`src/rtl/pixel_pkg.sv`:
```
// Shared definitions for the CVM300 pixel packer: capture FSM states and
// byte-lane geometry of the 32-bit packed word.
package pixel_pkg;

   localparam int unsigned LANES   = 4;
   localparam int unsigned LANE_W  = 8;
   localparam int unsigned WORD_W  = LANES * LANE_W;
   localparam int unsigned LANE_IW = $clog2(LANES);

   typedef enum logic [2:0] {
      ST_IDLE,
      ST_ARMED,
      ST_CAPTURE,
      ST_FLUSH,
      ST_DONE
   } state_t;

endpackage

```
`src/rtl/sync_fifo.sv`:
```
// First-word-fall-through FIFO for packed pixel words; head word is driven
// combinationally from storage, level saturates at 2**AW.
module sync_fifo
   import pixel_pkg::*;
#(
   parameter int unsigned AW = 4
) (
   input  logic              clk,
   input  logic              rst,
   input  logic              i_wr_en,
   input  logic [WORD_W-1:0] i_wr_data,
   input  logic              i_rd_en,
   output logic [WORD_W-1:0] o_rd_data,
   output logic              o_empty,
   output logic              o_full,
   output logic [AW:0]       o_level
);

   localparam int unsigned DEPTH = 2 ** AW;

   logic [WORD_W-1:0] r_mem [DEPTH];
   logic [AW-1:0]     r_wr_ptr;
   logic [AW-1:0]     r_rd_ptr;
   logic [AW:0]       r_count;
   logic              w_do_rd;
   logic              w_do_wr;

   // Count never exceeds DEPTH, so its MSB alone marks full.
   assign o_full    = r_count[AW];
   assign o_empty   = (r_count == '0);
   assign o_level   = r_count;
   assign o_rd_data = r_mem[r_rd_ptr];

   assign w_do_rd = i_rd_en & ~o_empty;
   assign w_do_wr = i_wr_en & (~o_full | w_do_rd);

   always_ff @(posedge clk or posedge rst) begin
      if (rst) begin
         for (int unsigned i = 0; i < DEPTH; i++) begin
            r_mem[i] <= '0;
         end
      end else if (w_do_wr) begin
         r_mem[r_wr_ptr] <= i_wr_data;
      end
   end

   always_ff @(posedge clk or posedge rst) begin
      if (rst) begin
         r_wr_ptr <= '0;
         r_rd_ptr <= '0;
         r_count  <= '0;
      end else begin
         if (w_do_wr) begin
            r_wr_ptr <= r_wr_ptr + 1'b1;
         end
         if (w_do_rd) begin
            r_rd_ptr <= r_rd_ptr + 1'b1;
         end
         case ({w_do_wr, w_do_rd})
            2'b10:   r_count <= r_count + 1'b1;
            2'b01:   r_count <= r_count - 1'b1;
            default: r_count <= r_count;
         endcase
      end
   end

endmodule

```
`src/rtl/pixel_packer.sv`:
```
// Captures one CVM300 frame per arm request, packs the upper 8 bits of four
// pixels into each 32-bit word and queues the words for the pipe reader.
module pixel_packer
   import pixel_pkg::*;
#(
   parameter int unsigned FIFO_AW = 4,
   parameter int unsigned PIX_W   = 10
) (
   input  logic               clk,
   input  logic               rst,
   input  logic [PIX_W-1:0]   pix_data,
   input  logic               pix_fval,
   input  logic               pix_lval,
   input  logic               pix_dval,
   input  logic               arm,
   input  logic               rd_en,
   output logic [WORD_W-1:0]  dout,
   output logic               empty,
   output logic [FIFO_AW:0]   level,
   output logic               busy,
   output logic               frame_done,
   output logic               overflow
);

   state_t              r_state;
   logic                r_fval_d;
   logic [LANE_IW-1:0]  r_lane;
   logic [WORD_W-1:0]   r_pack;
   logic [WORD_W-1:0]   r_push_word;
   logic                r_push;
   logic                r_busy;
   logic                r_frame_done;
   logic                r_overflow;

   logic                w_pix_ok;
   logic [LANE_W-1:0]   w_byte;
   logic                w_fval_rise;
   logic                w_fval_fall;
   logic                w_full;
   logic                w_drop;

   assign w_byte      = pix_data[PIX_W-1 -: LANE_W];
   assign w_pix_ok    = pix_fval & pix_lval & pix_dval;
   assign w_fval_rise = pix_fval & ~r_fval_d;
   assign w_fval_fall = ~pix_fval & r_fval_d;
   assign w_drop      = r_push & w_full & ~rd_en;

   generate
      if (PIX_W > LANE_W) begin : g_lsb
         logic w_unused_lsbs;
         assign w_unused_lsbs = ^pix_data[PIX_W-LANE_W-1:0];
      end
   endgenerate

   assign busy       = r_busy;
   assign frame_done = r_frame_done;
   assign overflow   = r_overflow;

   always_ff @(posedge clk or posedge rst) begin
      if (rst) begin
         r_state      <= ST_IDLE;
         r_fval_d     <= 1'b0;
         r_lane       <= '0;
         r_pack       <= '0;
         r_push_word  <= '0;
         r_push       <= 1'b0;
         r_busy       <= 1'b0;
         r_frame_done <= 1'b0;
         r_overflow   <= 1'b0;
      end else begin
         r_fval_d <= pix_fval;
         r_push   <= 1'b0;

         case (r_state)
            ST_IDLE, ST_DONE: begin
               if (arm) begin
                  r_state      <= ST_ARMED;
                  r_busy       <= 1'b1;
                  r_frame_done <= 1'b0;
                  r_overflow   <= 1'b0;
               end
            end

            // Only a fresh 0->1 fval edge starts capture, so a frame already
            // running when arm arrived is skipped entirely.
            ST_ARMED: begin
               if (w_fval_rise) begin
                  r_state <= ST_CAPTURE;
               end
            end

            ST_CAPTURE: begin
               if (w_fval_fall) begin
                  r_state <= ST_FLUSH;
               end else if (w_pix_ok) begin
                  if (r_lane == LANE_IW'(LANES - 1)) begin
                     r_push_word <= {w_byte, r_pack[WORD_W-LANE_W-1:0]};
                     r_push      <= 1'b1;
                     r_pack      <= '0;
                     r_lane      <= '0;
                  end else begin
                     r_pack[r_lane*LANE_W +: LANE_W] <= w_byte;
                     r_lane <= r_lane + 1'b1;
                  end
               end
            end

            ST_FLUSH: begin
               if (r_lane != '0) begin
                  r_push_word <= r_pack;
                  r_push      <= 1'b1;
               end
               r_pack       <= '0;
               r_lane       <= '0;
               r_state      <= ST_DONE;
               r_busy       <= 1'b0;
               r_frame_done <= 1'b1;
            end

            default: begin
               r_state <= ST_IDLE;
               r_busy  <= 1'b0;
            end
         endcase

         // A drop in the same cycle as an accepted arm must stay visible.
         if (w_drop) begin
            r_overflow <= 1'b1;
         end
      end
   end

   sync_fifo #(
      .AW (FIFO_AW)
   ) u_fifo (
      .clk       (clk),
      .rst       (rst),
      .i_wr_en   (r_push),
      .i_wr_data (r_push_word),
      .i_rd_en   (rd_en),
      .o_rd_data (dout),
      .o_empty   (empty),
      .o_full    (w_full),
      .o_level   (level)
   );

endmodule

```
`config.mk`:
```
export PLATFORM = sky130hd
export DESIGN_NAME = pixel_packer
export DESIGN_NICKNAME = d
export VERILOG_FILES = /design/src/rtl/pixel_pkg.sv /design/src/rtl/sync_fifo.sv /design/src/rtl/pixel_packer.sv
export SDC_FILE = /design/constraint.sdc
export NUM_CORES = 1
export LEC_CHECK = 0
export CORE_ASPECT_RATIO = 1.1
export CORE_MARGIN = 3
export CORE_UTILIZATION = 45
export DETAILED_ROUTE_END_ITERATION = 10
export GPL_TIMING_DRIVEN = 1
export PLACE_DENSITY = 0.66
export SLEW_MARGIN = 10
export SYNTH_ARGS = -nofsm -noshare
export SYNTH_HDL_FRONTEND = slang
export SYNTH_SLANG_ARGS = --single-unit
```
`constraint.sdc`:
```
create_clock -name clk -period 25.2 [get_ports clk]
set_input_delay 5.04 -clock clk [delete_from_list [all_inputs] [get_ports clk]]
set_output_delay 5.04 -clock clk [all_outputs]
set_load 0.05 [all_outputs]
```
# Word level (Yosys, flattened, before mapping)
# Index checks and enable logic that the tools add are counted.
totals:
  ff_bits: 599
op_classes:
  addsub: 6
  n_lt_le_gt_ge: 3
  eq_ne: 14
  shift: 2
  mux: 36
  bitwise_logic: 17
  n_reduce_logical: 17
op_table:
  columns: ["op", "count"]
  rows:
  - ["bitwise mux 512 bit", 1]
  - ["2-to-1 mux 32 bit", 10]
  - ["binary-select mux 32 bit (select 4 bit)", 1]
  - ["demux 32 bit (select 4 bit)", 1]
  - ["case mux 32 bit (2 select lines)", 2]
  - ["negator 5 -> 34 bit", 1]
  - ["variable shift 8 x 34 -> 32 bit, first input constant", 1]
  - ["variable part select 8 x 34 -> 32 bit", 1]
  - ["bitwise mux 32 bit", 1]
  - ["!= test 2 bit, second input constant", 7]
  - ["case mux 3 bit (4 select lines)", 1]
  - ["nonzero test 2 bit", 6]
  - ["greater-or-equal comparator 5 bit, second input constant", 2]
  - ["inverter 4 -> 5 bit", 2]
  - ["case mux 5 bit (2 select lines)", 1]
  - ["2-to-1 mux 3 bit", 3]
  - ["adder 4 x 1 -> 4 bit, second input constant", 2]
  - ["bitwise AND 1 bit", 8]
  - ["2-to-1 mux 1 bit", 8]
  - ["== test 3 x 2 -> 1 bit, second input constant", 2]
  - ["2-to-1 mux 2 bit", 3]
  - ["inverter 1 bit", 6]
  - ["case mux 1 bit (2 select lines)", 3]
  - ["AND reduction 2 bit", 3]
  - ["other kinds (16)", 19]

# Logic depth before layout (Yosys ltp)
# Gate-level depths: netlist of run 1.
depth:
  word_depth: 7
  ltp_mapped: 12
  ltp_nobuf: 11

# Modules after synthesis
# Synthesis of run 1 repeated with hierarchy kept, for this count alone.
hier_totals:
  cells_unflattened: 1855
  hier_area_um2: 27874.2
modules_own_cells:
  columns: ["mod", "instances", "cells_per_inst", "area_each_um2", "seq_area_each_um2"]
  rows:
  - ["sync_fifo", 1, 1598, 24553.5, 13137.6]
  - ["pixel_packer", 1, 257, 3320.7, 1851.8]

# Worst setup path before layout of run 1
# Ideal clock, no wire load.
synth_timing:
  path_kind: "input port to flip-flop"
  from: "input rd_en"
  to: "register u_fifo.r_count[4] (netlist: u_fifo.o_level[4])"
  arrival_time_ns: 7.110
  required_ns: 25.077
  setup_slack_ns: 17.967
  path_stages: 12
  n_path_buf: 1
  path_cell_list: "nand2b_1 -> and2_2 -> buf_4 -> inv_1 -> ha_1 -> inv_1 -> fa_1 -> nor2b_1 -> o21ai_0 -> nand3_1 -> or3b_2 -> xnor2_1"
synth_between:
  elab_chain_len: 5
  word_cells_on_any_way: 7
  cone_classes: "eq/ne (2); mux (1); bitwise (3); reduce/logical (1)"
synth_rtl:
  columns: ["item", "line", "source"]
  rows:
  - ["start, declared", "pixel_packer.sv:16", "input logic rd_en,"]
  - ["bitwise AND 1 bit *", "sync_fifo.sv:34", "assign w_do_rd = i_rd_en & ~o_empty;"]
  - ["bitwise OR 1 bit", "sync_fifo.sv:35", "assign w_do_wr = i_wr_en & (~o_full | w_do_rd);"]
  - ["bitwise AND 1 bit", "sync_fifo.sv:35", null]
  - ["== test 2 x 1 -> 1 bit / == test 2 bit (equally long branches)", "sync_fifo.sv:59", "case ({w_do_wr, w_do_rd})"]
  - ["case mux 5 bit (2 select lines) / nonzero test 2 bit (equally long branches)", null, null]
  - ["end signal, assigned", "sync_fifo.sv:60", "2'b10: r_count <= r_count + 1'b1;"]
  - ["end signal, assigned", "sync_fifo.sv:61", "2'b01: r_count <= r_count - 1'b1;"]
  - ["end signal, assigned", "sync_fifo.sv:62", "default: r_count <= r_count;"]
  - ["end, declared", "sync_fifo.sv:24", "logic [AW:0] r_count;"]
# Mark *: on every way between the ends. The rest lies on a longest branch, timed or not.
# A chain may end at the register's enable or synchronous reset.

# Worst setup path after layout of run 1
layout_timing:
  from: "register u_fifo.r_rd_ptr[1]"
  to: "output dout[31]"
layout_between:
  elab_chain_len: 4
layout_rtl:
  columns: ["item", "line", "source"]
  rows:
  - ["start, declared", "sync_fifo.sv:23", "logic [AW-1:0] r_rd_ptr;"]
  - ["start signal, assigned", "sync_fifo.sv:57", "r_rd_ptr <= r_rd_ptr + 1'b1;"]
  - ["inverter 4 -> 5 bit (implied by the code)", "sync_fifo.sv:32", "assign o_rd_data = r_mem[r_rd_ptr];"]
  - ["binary-select mux 32 bit (select 4 bit)", "sync_fifo.sv:32", null]
  - ["2-to-1 mux 32 bit (implied by the code) (2 in series)", "sync_fifo.sv:32", null]
  - ["end, declared", "pixel_packer.sv:17", "output logic [WORD_W-1:0] dout,"]
# No other way between the ends. The select of a mux whose other input is x is not followed.

==> metrics.md, run 1 <==
| Metric | Value |
|---|---|
| Outcome | completed |
| Initial antenna violation count | 1 |
| Psw | ~0.0011 W |
| CP Launch Type | flip-flop |
| Max-slew violations | 0 |
| Max-capacitance violation count | 0 |
| Starting Density | a little under half |
| Vias | 15.5k |
| Detailed placement HPWL | between 30000 and 40000 um |
| Comb pwr share | 30.4% |
| Ports | 58 |
| Hold Slack | ~0.48 ns |
| Crit path from | u_fifo.r_rd_ptr[1] |
| Detailed-router iteration count before antenna repair | 5 |
| Num rows | 93 |
| Reg2reg start | u_fifo.o_level[4] |
| Crit share post-route | 38.2% |
| Mapped Nets | roughly 1.9k |
| Clock Latency Late Sink | 0.62 ns |
| Hold_buf cts | 0 |
| Crit Path Max Fanout | 63 |
| Die H | 263 um |
| Final Skew | between 0.015 and 0.02 ns |
| Total Routing Usage GR | about 20% |
| Worst-path clk slew | about 0.060 ns |
| Sequential area share after synthesis | 55.4% |
| CTS tree | yes |
| Synthesized flop and latch total | 599 |
| Pwr per Cell Area | 104 nW/um2 |
| Crit-path slowest cell | buf_4 |
| Crit-path most repeated cell | buf_4 |
| Fin util | 51.3% |
| Grt ovf | 0 |
| Largest vdd supply drop | 0.117 mV |
| Largest net degree at the start of global routing | 185 |
| Final ANT Viol Nets | 0 |
| Area grow syn2layout | 11.8% |
| Switching share of total power | between 30% and 40% |
| CP top delay family | buffers and inverters |
| Slowest cell delay on critical path | 0.77 ns |
| Flop-to-flop setup slack | 22.02 ns |
| I/O Buffers | 55 |
| Post-Synth Adder-Cell Area | 0.675% |
| CTS sink cnt | roughly 600 |
| H-tree depth | 2 |
| XOR/XNOR Fraction of Synth Area | less than 1% |
| Synth cell types | 51 |
| Wire per inst | around 24 um |
| CP Buf/Inv Count | 3 |
| Syn Area/Cell | 14.8 um2 |
| Register Area | roughly 15000 um2 |
| Core Area | 59000 um2 |
| CTS Buf Count | 61 |
| CTS Buffer Depth | 3 |
| Slew HR | under 10% |
| CP Cell Sequence | buf_4 > and2_2 > buf_4 > a221oi_1 > a22oi_1 > nand2_1 > clkdlybuf4s50_1 |
| Hold Crit Class | flip-flop to flip-flop |
| DRC | 0 |
| Area occupied by multi-input gates | 11200 um2 |
| Mux share of post-synthesis cell area | 32.7% |
| Commonest cells after routing, fill and taps aside | dfrtp_1 (596), mux2_2 (495), mux2i_1 (137) |
| Fmax | 0.104 GHz |
| Critical Path AT | between 4 and 5 ns |
| Syn Inst Count | 1833 |
| Die W | 240 um |
| Hold_sp | r_pack[13] |
| Fill count | a little under 5k |
| Simple-Gate Fraction of Synth Area | 2.51% |
| RSZ-0062 raised after global routing | no |
| Syn Std Cell Area | 27100 um2 |
| DIE AREA | 63200 um2 |
| Yosys warning total | 0 |
| Post-CTS setup buffer count | 0 |
| DRT iter0 DRCs | 971 |
| P_int | 0.00205 W |
| Post-CTS Resized | 0 |
| DRT Wirelength | ~64000 um |
| Seq pwr share | between 30% and 40% |
| Routability cong. | 0.765 |
| First-pass GRT wire length | 99100 um |
| Largest family of logic cells by synthesized area | multiplexers |
| Synth Area in Compound Gates | 4.98% |
| Endpoint class of the critical path | output port |
| Kind of critical path | flip-flop to output port |
| Worst-Margin Slew | 1.41 ns |
| Vias in the first global route | 16.5k |
| Setup TNS Final | 0 ns |
| Clock power share | 31.3% |
| Final #Nets | 1860 |
| CTS root buffer | clkbuf_16 |
| Commonest non-fill, non-tap cell in the layout | dfrtp_1 |
| Routed vias/inst | 5.86 |
| Layout cells sized above 1 | approximately two fifths |
| Time the worst path needs with I/O delays and setup | 9.62 ns |
| LEAKAGE | 15.0 nW |
| Req. time, crit path | 20.16 ns |
| Setup violations, final | 0 |
| Fin. Hold Viols | 0 |
[logic make-up after synthesis]
logic type / after synthesis
xor+xnor: 10
fa+ha+maj: 14
compound gates: 185
mux: 738
buf+inv: 172
simple gates: 115
flops: 599
[per-stage QoR]
stage	total power [W]	std cells	instance area (um2)	worst slack [ns]
2_1_floorplan	0.00191	1833	27100	3.39
4_1_cts	0.00319	2642	30300	15.52
3_5_place_dp	0.00219	2526	28000	16.02
3_3_place_gp	0.00217	2526	28000	16.20
5_1_grt	0.00330	2642	30300	15.40
6_report	0.00316	2643	30300	15.58
[sequential cells by signal, indices dropped and copies added (netlist names)]
signal,cells
u_fifo.r_wr_ptr,4
r_push,1
r_state,3
u_fifo.o_level,5
r_pack,32
r_lane,2
busy,1
overflow,1
r_fval_d,1
u_fifo.r_mem,512
frame_done,1
r_push_word,32
u_fifo.r_rd_ptr,4
[metal layers]
| layer | up-vias | part of all wire (%) | track usage (%) |
|---|---|---|---|
| met5 | - | 0 | 0 |
| met4 | 0 | 2.3 | 5.83 |
| met3 | 105 | 3.9 | 2.86 |
| met2 | 279 | 50 | 34.8 |
| met1 | 8308 | 44 | 27.5 |
| li1 | 6790 | - | - |
[worst reg2reg max path: cells and delay by family, from the launching register on]
kind / cells / cell delay [ns]
AND/OR/NAND/NOR: 4 / 1.38
adder cells (fa/ha/maj): 2 / 0.62
flip-flops: 1 / 0.42
AO/OA/AOI/OAI: 2 / 0.33
buffers and inverters: 1 / 0.19
XOR/XNOR: 1 / 0.13
[synthesized netlist by cell type, drive strengths merged]
cell type | n | area share, %
a21o | 2 | 0.055
a21oi | 5 | 0.092
a221oi | 64 | 2.1
a22o | 16 | 0.52
a22oi | 32 | 0.89
a31oi | 1 | 0.023
a32o | 1 | 0.037
and2 | 10 | 0.24
and2b | 3 | 0.092
and3 | 1 | 0.023
and3b | 2 | 0.065
and4b | 1 | 0.037
buf | 99 | 2.4
clkbuf | 51 | 0.71
dfrtp | 599 | 55
fa | 1 | 0.074
ha | 13 | 0.60
inv | 22 | 0.30
mux2 | 537 | 22
mux2i | 137 | 5.1
mux4 | 64 | 5.3
nand2 | 58 | 0.80
nand2b | 5 | 0.12
nand3 | 14 | 0.48
nand3b | 1 | 0.028
nand4 | 6 | 0.27
nor2 | 5 | 0.088
nor2b | 5 | 0.12
nor3 | 1 | 0.060
nor3b | 1 | 0.028
o21a | 1 | 0.028
o21ai | 54 | 1.0
o22ai | 1 | 0.023
o31ai | 8 | 0.22
or3b | 1 | 0.032
or4 | 1 | 0.028
xnor2 | 7 | 0.23
xor2 | 3 | 0.097
[layout make-up]
type | count | share of cell area (%)
repair buffers | 83 | 2.60
multi-input cells | 1062 | 36.9
clock buffers | 94 | 6.29
clock inverters | 22 | 1.19
flip-flops and latches | 599 | 49.5
inverters | 22 | 0.298
diodes | 1 | 0.00827
well taps | 760 | 3.14
[power groups by stage]
stage / Combinational [W] / Sequential, W / Clock [W]
final: 0.000960 / 0.00121 / 0.000990
after CTS: 0.000969 / 0.00121 / 0.00101
after global routing: 0.00102 / 0.00123 / 0.00105
after global placement: 0.000954 / 0.00121 / 0
after detailed placement: 0.000966 / 0.00122 / 0
after floorplan: 0.000743 / 0.00116 / 0
[final timing paths]
path / depth (start not counted) / end
min: 2 / r_pack[13]
max: 7 / dout[31]
min reg2reg: 2 / r_pack[13]
max reg2reg: 10 / u_fifo.o_level[4]
max in group asynchronous: 5 / u_fifo.r_mem[150]
min in group asynchronous: 2 / u_fifo.r_mem[293]
Power figures use the tool's default switching activity.
==> run 2, diff against run 1 <==
--- a/config.mk
+++ b/config.mk
@@ -10,7 +10,7 @@
 export CORE_UTILIZATION = 45
 export DETAILED_ROUTE_END_ITERATION = 10
 export GPL_TIMING_DRIVEN = 1
-export PLACE_DENSITY = 0.66
+export PLACE_DENSITY = 0.68
 export SLEW_MARGIN = 10
 export SYNTH_ARGS = -nofsm -noshare
 export SYNTH_HDL_FRONTEND = slang
==> constraint.sdc (replaced) <==
create_clock -name clk -period 8.2 [get_ports clk]
set_input_delay 1.64 -clock clk [delete_from_list [all_inputs] [get_ports clk]]
set_output_delay 1.64 -clock clk [all_outputs]
set_load 0.05 [all_outputs]
==> run 2 against run 1 <==
  * Worst hold slack better by 0.0033 ns
  * Flip-flop and latch count stayed put
  * Combinational power grew to 3.0 times the previous value
  * Register-to-register slack worse by 17 ns
  * Setup slack worse by 14 ns
  * Clock power grew to 2.8 times the previous value
  * Non-clock buffer count is 1 higher
  * Power grew to 3.0 times the previous value
  * Routed wire length is 2.8% lower
  * Via count is 0.34% lower
  * Die area stayed put
==> metrics.md, run 2 (synthesis results as in run 1) <==
| Metric | Value |
|---|---|
| Num rows | 93 (unchanged) |
| Max-capacitance violation count | 0 (unchanged) |
| Fmax | 0.160 GHz |
| Wire per inst | 23.7 um (-2.5%) |
| CTS Buf Count | 59 (-3.3%) |
| Worst-Margin Slew | 1.19 ns (-0.217 ns) |
| Final Skew | 0.0178 ns (+0.000335 ns) |
| LEAKAGE | 14.9 nW (-0.59%) |
| Vias | 15.4k (-0.34%) |
| Switching share of total power | 35.6% (+0.48 points) |
| Kind of critical path | flip-flop to output port |
| Largest net degree at the start of global routing | 150 (-19%) |
| Layout cells sized above 1 | 38.0% (-0.51 points) |
| Die W | 240 um (unchanged) |
| Reg with most FFs | u_fifo.r_mem |
| Hold Crit Class | flip-flop to flip-flop |
| DRT Wirelength | 62400 um (-2.8%) |
| Largest vdd supply drop | 0.301 mV (+160%) |
| Slew HR | 20.4% (+14 points) |
| Routed vias/inst | 5.86 (about the same) |
| Fill count | 4815 (-0.68%) |
| Ports | 58 (unchanged) |
| Seq pwr share | 40.1% (+1.9 points) |
| Pwr per Cell Area | 315 nW/um2 (+200%) |
| Critical Path AT | 4.60 ns (+0.02 ns) |
| Time the worst path needs with I/O delays and setup | 6.24 ns |
| Detailed placement HPWL | 36100 um (+1.6%) |
| Comb pwr share | 30.2% (-0.2 points) |
| I/O Buffers | 55 (unchanged) |
| Crit Path Max Fanout | 33 (-48%) |
| Max FFs per register | 512 (unchanged) |
| CTS sink cnt | 599 (unchanged) |
| Outcome | completed |
| Post-CTS Resized | 0 (unchanged) |
| Setup violations, final | 0 (unchanged) |
| Post-CTS setup buffer count | 0 (unchanged) |
| Area grow syn2layout | 11.0% |
| Clock Latency Late Sink | 0.62 ns (about the same) |
| Routability cong. | 0.764 (-0.10%) |
| P_int | 0.00609 W (+200%) |
| Top flop regs | u_fifo.r_mem: 512 flops, r_pack: 32 flops, r_push_word: 32 flops |
| Worst-path clk slew | 0.06 ns (about the same) |
| CP Launch Type | flip-flop |
| Final #Nets | 1859 (-0.054%) |
| Area occupied by multi-input gates | 11200 um2 (about the same) |
| DIE AREA | 63200 um2 (unchanged) |
| CTS Buffer Depth | 3 (unchanged) |
| Commonest non-fill, non-tap cell in the layout | dfrtp_1 |
| Crit share post-route | 76.1% |
| H-tree depth | 2 (unchanged) |
| DRC | 0 (unchanged) |
| Vias in the first global route | 16.5k (+0.11%) |
| Grt ovf | 0 (unchanged) |
| Total Routing Usage GR | 20.1% (-0.40 points) |
| Detailed-router iteration count before antenna repair | 5 (unchanged) |
| Final ANT Viol Nets | 0 (unchanged) |
| Hold_buf cts | 0 (unchanged) |
| Die H | 263 um (unchanged) |
| Initial antenna violation count | 0 (-1) |
| DRT iter0 DRCs | 940 (-3.2%) |
| Clock power share | 29.7% (-1.6 points) |
| Endpoint class of the critical path | output port |
| Starting Density | 45.9% (unchanged) |
| Max-slew violations | 0 (unchanged) |
| Antenna cell count | 0 (-1) |
| Total Power | 0.00946 W (+200%) |
| First-pass GRT wire length | 98000 um (-1.1%) |
| Commonest cells after routing, fill and taps aside | dfrtp_1 (596), mux2_2 (495), mux2i_1 (137) |
| Psw | 0.00337 W (+200%) |
| CTS root buffer | clkbuf_16 |
| Register Area | 15000 um2 (unchanged) |
| Fin. Hold Viols | 0 (unchanged) |
| CTS tree | yes |
| Req. time, crit path | 6.56 ns (-13.60 ns) |
| Setup TNS Final | 0 ns (unchanged) |
| RSZ-0062 raised after global routing | no |
| Core Area | 59000 um2 (unchanged) |
run 2: cell count changes in the layout (fill, tap and decap cells not counted), moves of 2 or more:
cell        change
clkbuf_16       -2
clkinvlp_4      -4
buf_12          +2
bufinv_16       -4
inv_6           -2
clkinv_2        +2
clkbuf_1        +4
clkbuf_8        -2
run 2: metrics by stage:
stage | utilization [%] | cells | hold WS, ns | worst slack, ns | cell area (um2)
finish | 51.0 | 2633 | 0.481 | 1.96 | 30100
global route | 51.0 | 2633 | 0.502 | 1.79 | 30100
CTS | 51.0 | 2633 | 0.481 | 1.93 | 30100
detailed placement | 47.5 | 2527 | 0.467 | 2.63 | 28000
global placement | 47.5 | 2527 | 0.462 | 2.62 | 28000
floorplan | - | 1833 | 0.445 | -1.61 | 27100
run 2: layout make-up:
cell class | count | area share (%)
inverter | 22 | 0.287
multi-input combinational | 1062 | 37.2
clock inverter | 12 | 0.616
tap | 760 | 3.16
timing repair buffer | 84 | 2.72
sequential | 599 | 49.9
clock buffer | 94 | 6.12
run 2: final timing paths:
| kind | to | cells past startpoint | start | slack, ns |
|---|---|---|---|---|
| worst max-delay path | dout[25] | 6 | u_fifo.r_rd_ptr[2] | 1.96 |
| worst min-delay path | r_pack[15] | 2 | r_pack[15] | 0.48 |
| worst max register to register | u_fifo.o_level[4] | 10 | u_fifo.o_level[4] | 5.05 |
| worst min register to register | r_pack[15] | 2 | r_pack[15] | 0.48 |
| max in group asynchronous | u_fifo.r_rd_ptr[1] | 4 | rst | 4.87 |
| min in group asynchronous | u_fifo.r_mem[231] | 2 | rst | 1.44 |
run 2: routing by layer:
metal	wire (um)	vias up	share of wire, %	track usage, %
met5	0	-	0	0
met4	1920	0	3.1	6.94
met3	2270	112	3.6	2.57
met2	31200	286	50	34.0
met1	27000	8243	43	26.8
li1	-	6789	-	-
run 2: worst max-delay path: stages (launching register included):
cell             delay (ns)
dfrtp_1                1.02
nor2b_4                1.02
buf_4                  0.61
a221oi_1               0.19
o21ai_0                0.24
nand2_1                0.15
clkdlybuf4s50_1        0.74
run 2: power by group through the flow:
stage / sequential [W] / clock [W] / combinational, W
floorplan: 0.00358 / 0 / 0.00228
CTS: 0.00380 / 0.00287 / 0.00289
detailed placement: 0.00385 / 0 / 0.00288
global placement: 0.00382 / 0 / 0.00284
global route: 0.00386 / 0.00299 / 0.00305
finish: 0.00380 / 0.00281 / 0.00285
==> run 3, diff against run 2 <==
--- a/config.mk
+++ b/config.mk
@@ -10,7 +10,7 @@
 export CORE_UTILIZATION = 45
 export DETAILED_ROUTE_END_ITERATION = 10
 export GPL_TIMING_DRIVEN = 1
-export PLACE_DENSITY = 0.68
+export PLACE_DENSITY = 0.66
 export SLEW_MARGIN = 10
 export SYNTH_ARGS = -nofsm -noshare
 export SYNTH_HDL_FRONTEND = slang
==> constraint.sdc (replaced) <==
create_clock -name clk -period 6.46 [get_ports clk]
set_input_delay 1.292 -clock clk [delete_from_list [all_inputs] [get_ports clk]]
set_output_delay 1.292 -clock clk [all_outputs]
set_load 0.05 [all_outputs]
==> run 3 against run 2 <==
  * Via count increased by 0.73%
  * Largest cell class unchanged
  * Worst hold slack got worse by 0.0059 ns
  * Core utilization increased by 0.18 points
  * Critical path depth unchanged
  * Global-route usage increased by 0.74 points
  * Design area increased by 0.35%
  * Sequential power increased by 27%
  * Cell count increased by 0.30%
==> metrics.md, run 3 (synthesis results as in run 1) <==
| Metric | Value |
|---|---|
| Largest net degree at the start of global routing | 167 (+11%) |
| Final ANT Viol Nets | 0 (unchanged) |
| CTS tree | yes |
| Post-CTS setup buffer count | 0 (unchanged) |
| Routed vias/inst | 5.88 (+0.42%) |
| Final Skew | 0.0161 ns (-0.00173 ns) |
| CTS Buf Count | 60 (+1.7%) |
| Fill count | 4862 (+0.98%) |
| Commonest non-fill, non-tap cell in the layout | dfrtp_1 |
| Final #Nets | 1863 (+0.22%) |
| DRC | 0 (unchanged) |
| Core Area | 59000 um2 (unchanged) |
| CTS root buffer | clkbuf_16 |
| RSZ-0062 raised after global routing | no |
| Wire per inst | 24.5 um (+3.5%) |
| Die W | 240 um (unchanged) |
| Slew HR | 30.3% (+9.8 points) |
| CP top delay family | buffers and inverters |
| H-tree depth | 2 (unchanged) |
| Req. time, crit path | 5.17 ns (-1.39 ns) |
| Initial antenna violation count | 1 (+1) |
| Pwr per Cell Area | 399 nW/um2 (+27%) |
| Time the worst path needs with I/O delays and setup | 5.22 ns |
| Critical Path AT | 3.92 ns (-0.68 ns) |
| Area grow syn2layout | 11.4% |
| Max FFs per register | 512 (unchanged) |
| Hold Crit Class | flip-flop to flip-flop |
| CTS sink cnt | 599 (unchanged) |
| Post-CTS Resized | 0 (unchanged) |
| Vias in the first global route | 16.5k (+0.31%) |
| Total Routing Usage GR | 20.8% (+0.74 points) |
| Endpoint class of the critical path | output port |
| Starting Density | 45.9% (unchanged) |
| Register Area | 15000 um2 (unchanged) |
| Worst-path clk slew | 0.06 ns (about the same) |
| Slowest cell delay on critical path | 0.83 ns (-0.19 ns) |
| I/O Buffers | 55 (unchanged) |
| Kind of critical path | flip-flop to output port |
| CP Launch Type | flip-flop |
| CP Cell Sequence | and2_2 > buf_12 > a221oi_1 > a22oi_1 > nand2_1 > clkdlybuf4s50_1 |
| DIE AREA | 63200 um2 (unchanged) |
| Vias | 15.5k (+0.73%) |
| DRT iter0 DRCs | 1100 (+17%) |
| Layout cells sized above 1 | 38.1% (+0.071 points) |
| LEAKAGE | 14.9 nW (+0.21%) |
| Top flop regs | u_fifo.r_mem: 512 flops, r_pack: 32 flops, r_push_word: 32 flops |
| Max-slew violations | 0 (unchanged) |
| Crit Path Max Fanout | 36 (+9.1%) |
| First-pass GRT wire length | 101000 um (+2.7%) |
| Die H | 263 um (unchanged) |
| Max-capacitance violation count | 0 (unchanged) |
| Ports | 58 (unchanged) |
| Area occupied by multi-input gates | 11200 um2 (+0.20%) |
| Hold_buf cts | 0 (unchanged) |
| Detailed-router iteration count before antenna repair | 5 (unchanged) |
| CTS Buffer Depth | 3 (unchanged) |
| Crit share post-route | 80.7% |
| Setup TNS Final | 0 ns (unchanged) |
| Clock Latency Late Sink | 0.63 ns (about the same) |
| Worst-Margin Slew | 1.04 ns (-0.150 ns) |
| Grt ovf | 0 (unchanged) |
| Fmax | 0.192 GHz |
| Fin. Hold Viols | 0 (unchanged) |
| Total Power | 0.0120 W (+27%) |
| DRT Wirelength | 64800 um (+3.8%) |
| Crit-path slowest cell | and2_2 |
| Num rows | 93 (unchanged) |
| Detailed placement HPWL | 36100 um (about the same) |
| Outcome | completed |
| Commonest cells after routing, fill and taps aside | dfrtp_1 (596), mux2_2 (495), mux2i_1 (137) |
| CP Buf/Inv Count | 2 (unchanged) |
| Setup violations, final | 0 (unchanged) |
| Routability cong. | 0.773 (+1.1%) |
| Reg with most FFs | u_fifo.r_mem |
| Largest vdd supply drop | 0.274 mV (-9.3%) |
## run 3: worst paths after layout
kind                                      to  cells past startpoint                from  slack, ns
hold / removal                    r_pack[15]                      2          r_pack[15]       0.48
hold reg to reg                   r_pack[15]                      2          r_pack[15]       0.48
min in group asynchronous  u_fifo.r_mem[423]                      2                 rst       1.14
setup reg to reg           u_fifo.o_level[4]                     10   u_fifo.o_level[4]       3.14
max in group asynchronous  u_fifo.r_mem[150]                      4                 rst       3.91
setup / recovery                    dout[31]                      6  u_fifo.r_rd_ptr[2]       1.24
## run 3: power breakdown
group,internal [W],switching (W),total (W)
Combinational,0.00147,0.00226,0.00373
Sequential,0.00418,0.000638,0.00482
Clock,0.00203,0.00145,0.00349
Total,0.00768,0.00436,0.0120
## run 3: worst reg2reg max path: stages, from the launching register on
cell and delay [ns]:
dfrtp_1 0.42, nand2b_1 0.21, and2_2 0.64, inv_1 0.18
ha_1 0.30, ha_1 0.33, nor2b_1 0.14, o21ai_0 0.27
a21oi_1 0.11, or3b_2 0.47, xnor2_1 0.14
## run 3: final cells by class
class | instances | area share (%)
Clock buffer | 98 | 6.15
Multi-Input combinational cell | 1062 | 37.2
Timing Repair Buffer | 87 | 3.08
Antenna cell | 1 | 0.00829
Clock inverter | 12 | 0.464
Inverter | 22 | 0.286
Tap cell | 760 | 3.15
Sequential cell | 599 | 49.7
## run 3: through the flow
stage / util (%) / instance area [um2] / hold slack (ns) / cells / setup WS, ns
after floorplan: - / 27100 / 0.445 / 1833 / -3.00
after CTS: 51.1 / 30200 / 0.480 / 2640 / 1.20
after global placement: 47.8 / 28200 / 0.462 / 2530 / 1.82
after global routing: 51.1 / 30200 / 0.501 / 2640 / 1.07
after detailed placement: 47.8 / 28200 / 0.467 / 2530 / 1.77
final: 51.1 / 30200 / 0.475 / 2641 / 1.24
## run 3: layer usage
metal	vias to the layer above	wire length, um	global-route usage [%]	part of all wire, %
met4	0	1200	4.89	1.8
met5	-	0	0	0
li1	6796	-	-	-
met2	267	32400	35.3	50
met3	82	2590	3.28	4.0
met1	8397	28700	28.3	44
